==> src/rtl/mipi_pixel_tx.sv <==
// Parallel pixel transmitter producing pixel_d/hs/vs camera-capture timing from a
// valid/ready pixel stream or an internal test pattern, with sticky stream error flags.
module mipi_pixel_tx #(
  parameter int DATA_W   = 10,
  parameter int H_ACTIVE = 640,
  parameter int H_BLANK  = 160,
  parameter int V_PRE    = 2,
  parameter int V_ACTIVE = 480,
  parameter int V_POST   = 10,
  parameter logic [DATA_W-1:0] FILL = '0
) (
  input  logic              clk,
  input  logic              reset_n,
  input  logic              enable,
  input  logic [1:0]        pattern_sel,
  input  logic              clear_status,
  input  logic [DATA_W-1:0] s_data,
  input  logic              s_sof,
  input  logic              s_valid,
  output logic              s_ready,
  output logic [DATA_W-1:0] pixel_d,
  output logic              pixel_hs,
  output logic              pixel_vs,
  output logic              underflow,
  output logic              sof_err,
  output logic [15:0]       frame_count,
  output logic [1:0]        dbg_state
);

  localparam int H_TOTAL = H_ACTIVE + H_BLANK;
  localparam int XW      = $clog2(H_TOTAL);
  localparam int YW      = $clog2(V_PRE + V_ACTIVE + V_POST + 1);
  localparam int AW      = $clog2(H_ACTIVE);

  typedef enum logic [1:0] {IDLE = 2'd0, PRE = 2'd1, ACT = 2'd2, POST = 2'd3} state_t;

  state_t            state;
  logic [XW-1:0]     x;
  logic [YW-1:0]     y;
  logic [1:0]        pat;
  logic [YW-1:0]     last_y;
  logic              x_active;
  logic              line_end;
  logic              act_pix;
  logic              vs_next;
  logic              first_pix;
  logic              uf_hit;
  logic              sof_bad;
  logic [2:0]        bar_idx;
  logic [DATA_W-1:0] pix_next;

  assign x_active  = (x < XW'(H_ACTIVE));
  assign line_end  = (x == XW'(H_TOTAL - 1));
  assign act_pix   = (state == ACT) && x_active;
  assign vs_next   = (state == PRE) || (state == ACT);
  assign first_pix = (x == '0) && (y == '0);
  assign dbg_state = state;

  // Stream handshake: a pixel transfers on a rising edge where s_valid & s_ready.
  // s_ready is high on every active cycle of a stream-mode frame and never waits on
  // s_valid; an active cycle without s_valid is lost to FILL and flagged as underflow.
  assign s_ready = act_pix && (pat == 2'd0);
  assign uf_hit  = s_ready && !s_valid;
  assign sof_bad = s_valid && s_ready && (s_sof != first_pix);

  // Bars use the top three bits of the active-pixel index; narrow lines scale up.
  if (AW >= 3) begin : g_bar_hi
    assign bar_idx = x[AW-1 -: 3];
  end else begin : g_bar_lo
    assign bar_idx = 3'(x) << (3 - AW);
  end

  always_comb begin
    pix_next = '0;
    if (act_pix) begin
      case (pat)
        2'd0:    pix_next = s_valid ? s_data : FILL;
        2'd1:    pix_next = {bar_idx, {(DATA_W-3){1'b1}}};
        2'd2:    pix_next = DATA_W'(x) + DATA_W'(y);
        default: pix_next = FILL;
      endcase
    end
  end

  always_comb begin
    last_y = '0;
    case (state)
      PRE:     last_y = YW'(V_PRE - 1);
      ACT:     last_y = YW'(V_ACTIVE - 1);
      POST:    last_y = YW'(V_POST - 1);
      default: last_y = '0;
    endcase
  end

  always_ff @(posedge clk or negedge reset_n) begin
    if (!reset_n) begin
      state       <= IDLE;
      x           <= '0;
      y           <= '0;
      pat         <= 2'd0;
      pixel_d     <= '0;
      pixel_hs    <= 1'b0;
      pixel_vs    <= 1'b0;
      underflow   <= 1'b0;
      sof_err     <= 1'b0;
      frame_count <= '0;
    end else begin
      pixel_d  <= pix_next;
      pixel_hs <= act_pix;
      pixel_vs <= vs_next;
      if (pixel_vs && !vs_next) frame_count <= frame_count + 16'd1;

      if (uf_hit)            underflow <= 1'b1;
      else if (clear_status) underflow <= 1'b0;
      if (sof_bad)           sof_err   <= 1'b1;
      else if (clear_status) sof_err   <= 1'b0;

      case (state)
        IDLE: begin
          if (enable) begin
            state <= PRE;
            pat   <= pattern_sel;
            x     <= '0;
            y     <= '0;
          end
        end
        default: begin
          if (!line_end) begin
            x <= x + XW'(1);
          end else begin
            x <= '0;
            if (y != last_y) begin
              y <= y + YW'(1);
            end else begin
              y <= '0;
              case (state)
                PRE: state <= ACT;
                ACT: state <= POST;
                default: begin
                  if (enable) begin
                    state <= PRE;
                    pat   <= pattern_sel;
                  end else begin
                    state <= IDLE;
                  end
                end
              endcase
            end
          end
        end
      endcase
    end
  end

endmodule

==> config.mk <==
export PLATFORM = sky130hd
export DESIGN_NAME = mipi_pixel_tx
export DESIGN_NICKNAME = d
export VERILOG_FILES = /design/src/rtl/mipi_pixel_tx.sv
export SDC_FILE = /design/constraint.sdc
export NUM_CORES = 1
export LEC_CHECK = 0
export BUFFER_PORTS_ARGS = -buffer_cell sky130_fd_sc_hd__clkbuf_2
export CORE_MARGIN = 2
export CORE_UTILIZATION = 55
export CTS_BUF_LIST = sky130_fd_sc_hd__clkbuf_4
export CTS_CLUSTER_SIZE = 25
export DETAILED_ROUTE_END_ITERATION = 7
export GPL_ROUTABILITY_DRIVEN = 0
export PLACE_DENSITY = 0.79
export SLEW_MARGIN = 30
export SYNTH_ARGS = -nofsm -noshare
export SYNTH_HDL_FRONTEND = slang
export SYNTH_SLANG_ARGS = --single-unit
==> constraint.sdc <==
create_clock -name clk -period 3.4 [get_ports clk]
set_input_delay 0 -clock clk [delete_from_list [all_inputs] [get_ports clk]]
set_output_delay 0 -clock clk [all_outputs]
set_load 0.05 [all_outputs]
# Word level (Yosys, flattened, before mapping)
# Index checks and enable logic that the tools add are counted.
# Widths: inputs -> output; s select.
# classes
n_addsub	4
order_cmp	1
n_eq_ne	11
muxes	25
n_reduce_logical	21
# op_table
op	count
$mux 10	5
$mux 9	4
$pmux 10 s3	1
$pmux 9 s3	1
$mux 2	9
$add 16x1->16 const B	1
$add 10x1->10 const B	1
$add 10x9->10	1
$eq 10x10->1 const B	1
$logic_not 10->1	1
$lt 10x10->1 const B	1
$add 9x1->9 const B	1
$logic_not 9->1	1
$ne 9x9->1	1
$logic_and 1x1->1	7
$eq 2x2->1 const B	3
$reduce_and 3->1	2
$reduce_bool 2->1	3
$eq 2x1->1 const B	2
$logic_not 2->1	2
$mux 1	4
$ne 2x1->1 const B	2
$pmux 2 s2	1
$logic_not 1->1	2
5 further kinds	5
# word_totals
register_bits	53
in_bits	18
out_inout_bits	33

# Logic depth before layout (Yosys ltp)
# logic_depth
word_depth	6
depth_mapped	8

# Least setup slack after synthesis
# OpenSTA, ideal clock, no wires.
# synth_path
kind	register to register
from	register state[1] (netlist: dbg_state[1])
to	register sof_err
arrival_ps	2477
required_ps	3315
path_slack_ps	838
stages_incl_launch_ff	6
path_buffers	0
period_less_slack_ps	2562
path_cell_list	dfrtp_1 > ha_1 > nand2_1 > nor3_1 > nand2_1 > o22ai_1
# synth_between
elab_chain_len	6
# synth_lines
item	line_no	text
from (decl)	37	state_t state;
from (signal assigned)	97	state <= IDLE;
from (signal assigned)	121	state <= PRE;
from (signal assigned)	137	PRE: state <= ACT;
$eq 2x2->1 (*)	54	assign act_pix = (state == ACT) && x_active;
$logic_and 1x1->1 (*)	54	
$logic_and 1x1->1 (*)	62	assign s_ready = act_pix && (pat == 2'd0);
via s_ready	20	output logic s_ready,
$logic_and 1x1->1 (*) (2 in a row)	64	assign sof_bad = s_valid && s_ready && (s_sof != first_pix);
$mux 1 or $reduce_bool 2->1 (tied branches)	-	
to (signal assigned)	105	sof_err <= 1'b0;
to (signal assigned)	115	if (sof_bad) sof_err <= 1'b1;
to (signal assigned)	116	else if (clear_status) sof_err <= 1'b0;
to (decl)	25	output logic sof_err,
# Mark *: on every way through the listed nets, which the timed path passes. The rest lies on a longest branch.
# A chain may end at the register's enable or synchronous reset.

# Worst setup path in the final report
# layout_path
from	register x[7]
to	register sof_err
# layout_between
elab_chain_len	6
# layout_lines
item	line_no	text
from (decl)	38	logic [XW-1:0] x;
from (signal assigned)	129	x <= x + XW'(1);
$lt 10x10->1	52	assign x_active = (x < XW'(H_ACTIVE));
$logic_and 1x1->1	54	
$logic_and 1x1->1	62	
$logic_and 1x1->1	64	
$logic_and 1x1->1 (*)	64	
$mux 1 or $reduce_bool 2->1 (tied branches)	-	
# Every way passes the cells marked *; elsewhere a longest branch is shown, timed or not.

==> flow_metrics.py <==
metrics = {
    "clock_tree": {
        "cts_sinks": 53,
        "clock-root-buffer": "clkbuf_4",
        "htreeDepth": 2,
        "cts-resized-gates": 0,
        "cts.clk_slew.worst_paths_ps": 170,
        "cts_tree": "done",
        "clk_latency_ps": 390,
        "numCtsBuffers": 5,
        "cts_buffer_depth": 2,
    },
    "yosys": {
        "synth_area_leader_cell": "dfrtp_1",
        "yosysWarnings": 0,
        "synthArstFlopShare": 1.00,
        "synth_edf_count": 0,
        "muxShareOfSynthArea": 0.0222,
        "synth_area_mm2": 0.00310,
        "synthFlopType": "dfrtp_1",
        "synth.distinct_cells": 52,
        "yosys.area_share.adder": 0.0710,
        "syn_inst": 328,
        "yosys-top-cells-area": "dfrtp_1 (43%), ha_1 (6.5%), xnor2_1 (5.4%), nand2_1 (3.8%), o21ai_0 (3.2%)",
        "ys_seq_elements": 53,
        "synth_fp_nets": 363,
        "seq_area_frac_synth": 0.427,
        "synth_top_family_by_area": "simple AND/OR/NAND/NOR gates",
        "synth_top_area_share": 0.427,
        "synth_xor_area_frac": 0.0734,
        "yosys.area_share.simple": 0.204,
        "synth_compound_area_frac": 0.173,
        "syn_area_per_cell_um2": 9.46,
    },
    "cells_and_area": {
        "layout_commonest_cell": "dfrtp_1",
        "fin_nets": 418,
        "drive_gt1_frac": 0.180,
        "most-common-layout-cells": "dfrtp_1 (53), clkbuf_2 (50), nand2_1 (31)",
        "utilization": 0.650,
        "synthToLayoutAreaGrowth_pct": 14.6,
        "antenna_cells": 0,
    },
    "pwr": {
        "power_uw": 966,
        "ir_drop_v": 0.000181,
        "p_per_area_mw_per_mm2": 272,
        "p_leak_uw": 0.00163,
    },
    "detailed_routing": {
        "drc": 0,
        "routedWlPerCell_um": 15.8,
        "num_vias": 2668,
        "drt_wl_total_mm": 7.21,
        "drtIter0Drc": 234,
        "drtPass1Iterations": 5,
        "postRouteAntennaNets": 0,
        "vias_per_cell": 5.85,
    },
    "grt": {
        "grt_pass1_wl_mm": 11.8,
        "antenna_found_initial": 0,
        "overflow": 0,
        "grt_max_degree": 54,
        "grt_usage": 0.239,
        "grt_pass1_vias": 2479,
    },
    "floorplanning": {
        "dieArea_mm2": 0.00626,
        "io_pins": 51,
        "core_mm2": 0.00547,
        "die_w_um": 79.1,
        "chipHeight_um": 79.1,
        "start_util": 0.567,
        "core.rowCount": 27,
    },
    "setup_path": {
        "cp-end-kind": "flop",
        "cp_max_fo": 7,
        "worstPathArrival_ps": 3120,
        "critPathKind": "flop to flop",
        "cp-start-kind": "flop",
        "crit_required_ps": 3690,
    },
    "outcome": {
        "outcome": "finished clean",
    },
    "sta": {
        "period_share": 0.831,
        "rsz0062_at_grt": "false",
        "finalMaxSlewViolations": 0,
        "min_period_ps": 2830,
        "setup_viol": 0,
        "skew_ps": 21.8,
        "fin_worst_hold_slack_ps": 2.18,
        "setup_tns_ps": 0,
        "finalWorstSetupSlack_ps": 573,
        "fmax_mhz": 354,
        "slew_headroom": 0.413,
        "hold_viol": 0,
        "worst_pin_slew_ps": 873,
    },
    "placement": {
        "portBuffers": 50,
        "dp_hpwl_mm": 5.21,
        "dp_slack_ps": 1110,
    },
    "job": {
        "cap_viol_max_count": 0,
    },
    "min_path": {
        "worstHoldPathType": "primary input to flop",
    },
}
-- metrics by stage --
step	std cells	area, um^2
CTS	456	3550
global route	456	3550
global placement	439	3410
detailed placement	439	3410
floorplan	328	3100
finish	456	3550
-- worst max-delay path: stages (launching register included) --
cell,delay [ps]
dfrtp_1,500
or3_1,410
or4_1,440
nor4_1,500
xnor2_1,180
o22ai_1,110
dlygate4sd3_1,580
-- synth_stat cells, drive strengths merged, types with 3 or more instances --
cell	n
a211oi	6
a21o	3
a21oi	14
a22o	3
a22oi	3
and3	3
clkbuf	12
dfrtp	53
ha	16
inv	12
mux2	4
nand2	31
nand2b	5
nand3	17
nand4	7
nor2	20
nor2b	8
nor3	11
nor4	3
o21a	3
o21ai	22
o22ai	4
o2bb2ai	3
or2	3
or3	6
or4	5
xnor2	19
xor2	7
-- report_power, final --
part | switching (uW) | internal (uW) | total (uW)
combinational | 22.7 | 19.8 | 42.5
sequential | 0.0000000000000280 | 631 | 631
clock | 211 | 82.3 | 293
total | 233 | 733 | 966
-- routing by layer --
layer | routed length, um | up-vias | GRT usage
li1 | - | 1303 | -
met4 | 89 | 0 | 0.0793
met1 | 3370 | 1243 | 0.332
met5 | 0 | - | 0
met2 | 3280 | 114 | 0.375
met3 | 468 | 8 | 0.0511
-- path summary, 6_finish.rpt --
path	start	to	slack, ps	depth (start not counted)
max in group asynchronous	reset_n	y[8]	2710	3
hold / removal	s_data[8]	pixel_d[8]	2	4
hold reg to reg	frame_count[15]	frame_count[15]	500	1
setup / recovery	x[7]	sof_err	570	6
min in group asynchronous	reset_n	frame_count[11]	240	3
setup reg to reg	x[7]	sof_err	570	6
-- logic make-up after synthesis --
| kind of cell | after synthesis |
|---|---|
| AND/OR/NAND/NOR | 124 |
| AO/OA/AOI/OAI | 78 |
| flip-flops | 53 |
| XOR/XNOR | 26 |
| buffers and inverters | 24 |
| adder cells (fa/ha/maj) | 17 |
| multiplexers | 6 |
-- area by class of cell --
type | count | area [um^2]
clock inverters | 3 | 21.3
well taps | 72 | 90.1
inverters | 12 | 45.0
repair buffers | 60 | 348
clock buffers | 5 | 37.5
multi-input cells | 251 | 1690
flip-flops and latches | 53 | 1330
fillers | 437 | 1920
-- registers in the layout (all words and copies together), names as in the netlist, 2 cells and up --
register and cells:
pixel_d 10, dbg_state 2, frame_count 16, pat 2
x 10, y 9
-- what timing repair did --
action	in CTS	in global routing
setup buffers	0	0
hold buffers	9	0
endpoints found under the hold margin	60	0
Note: power is estimated with default switching activity, not from simulation.
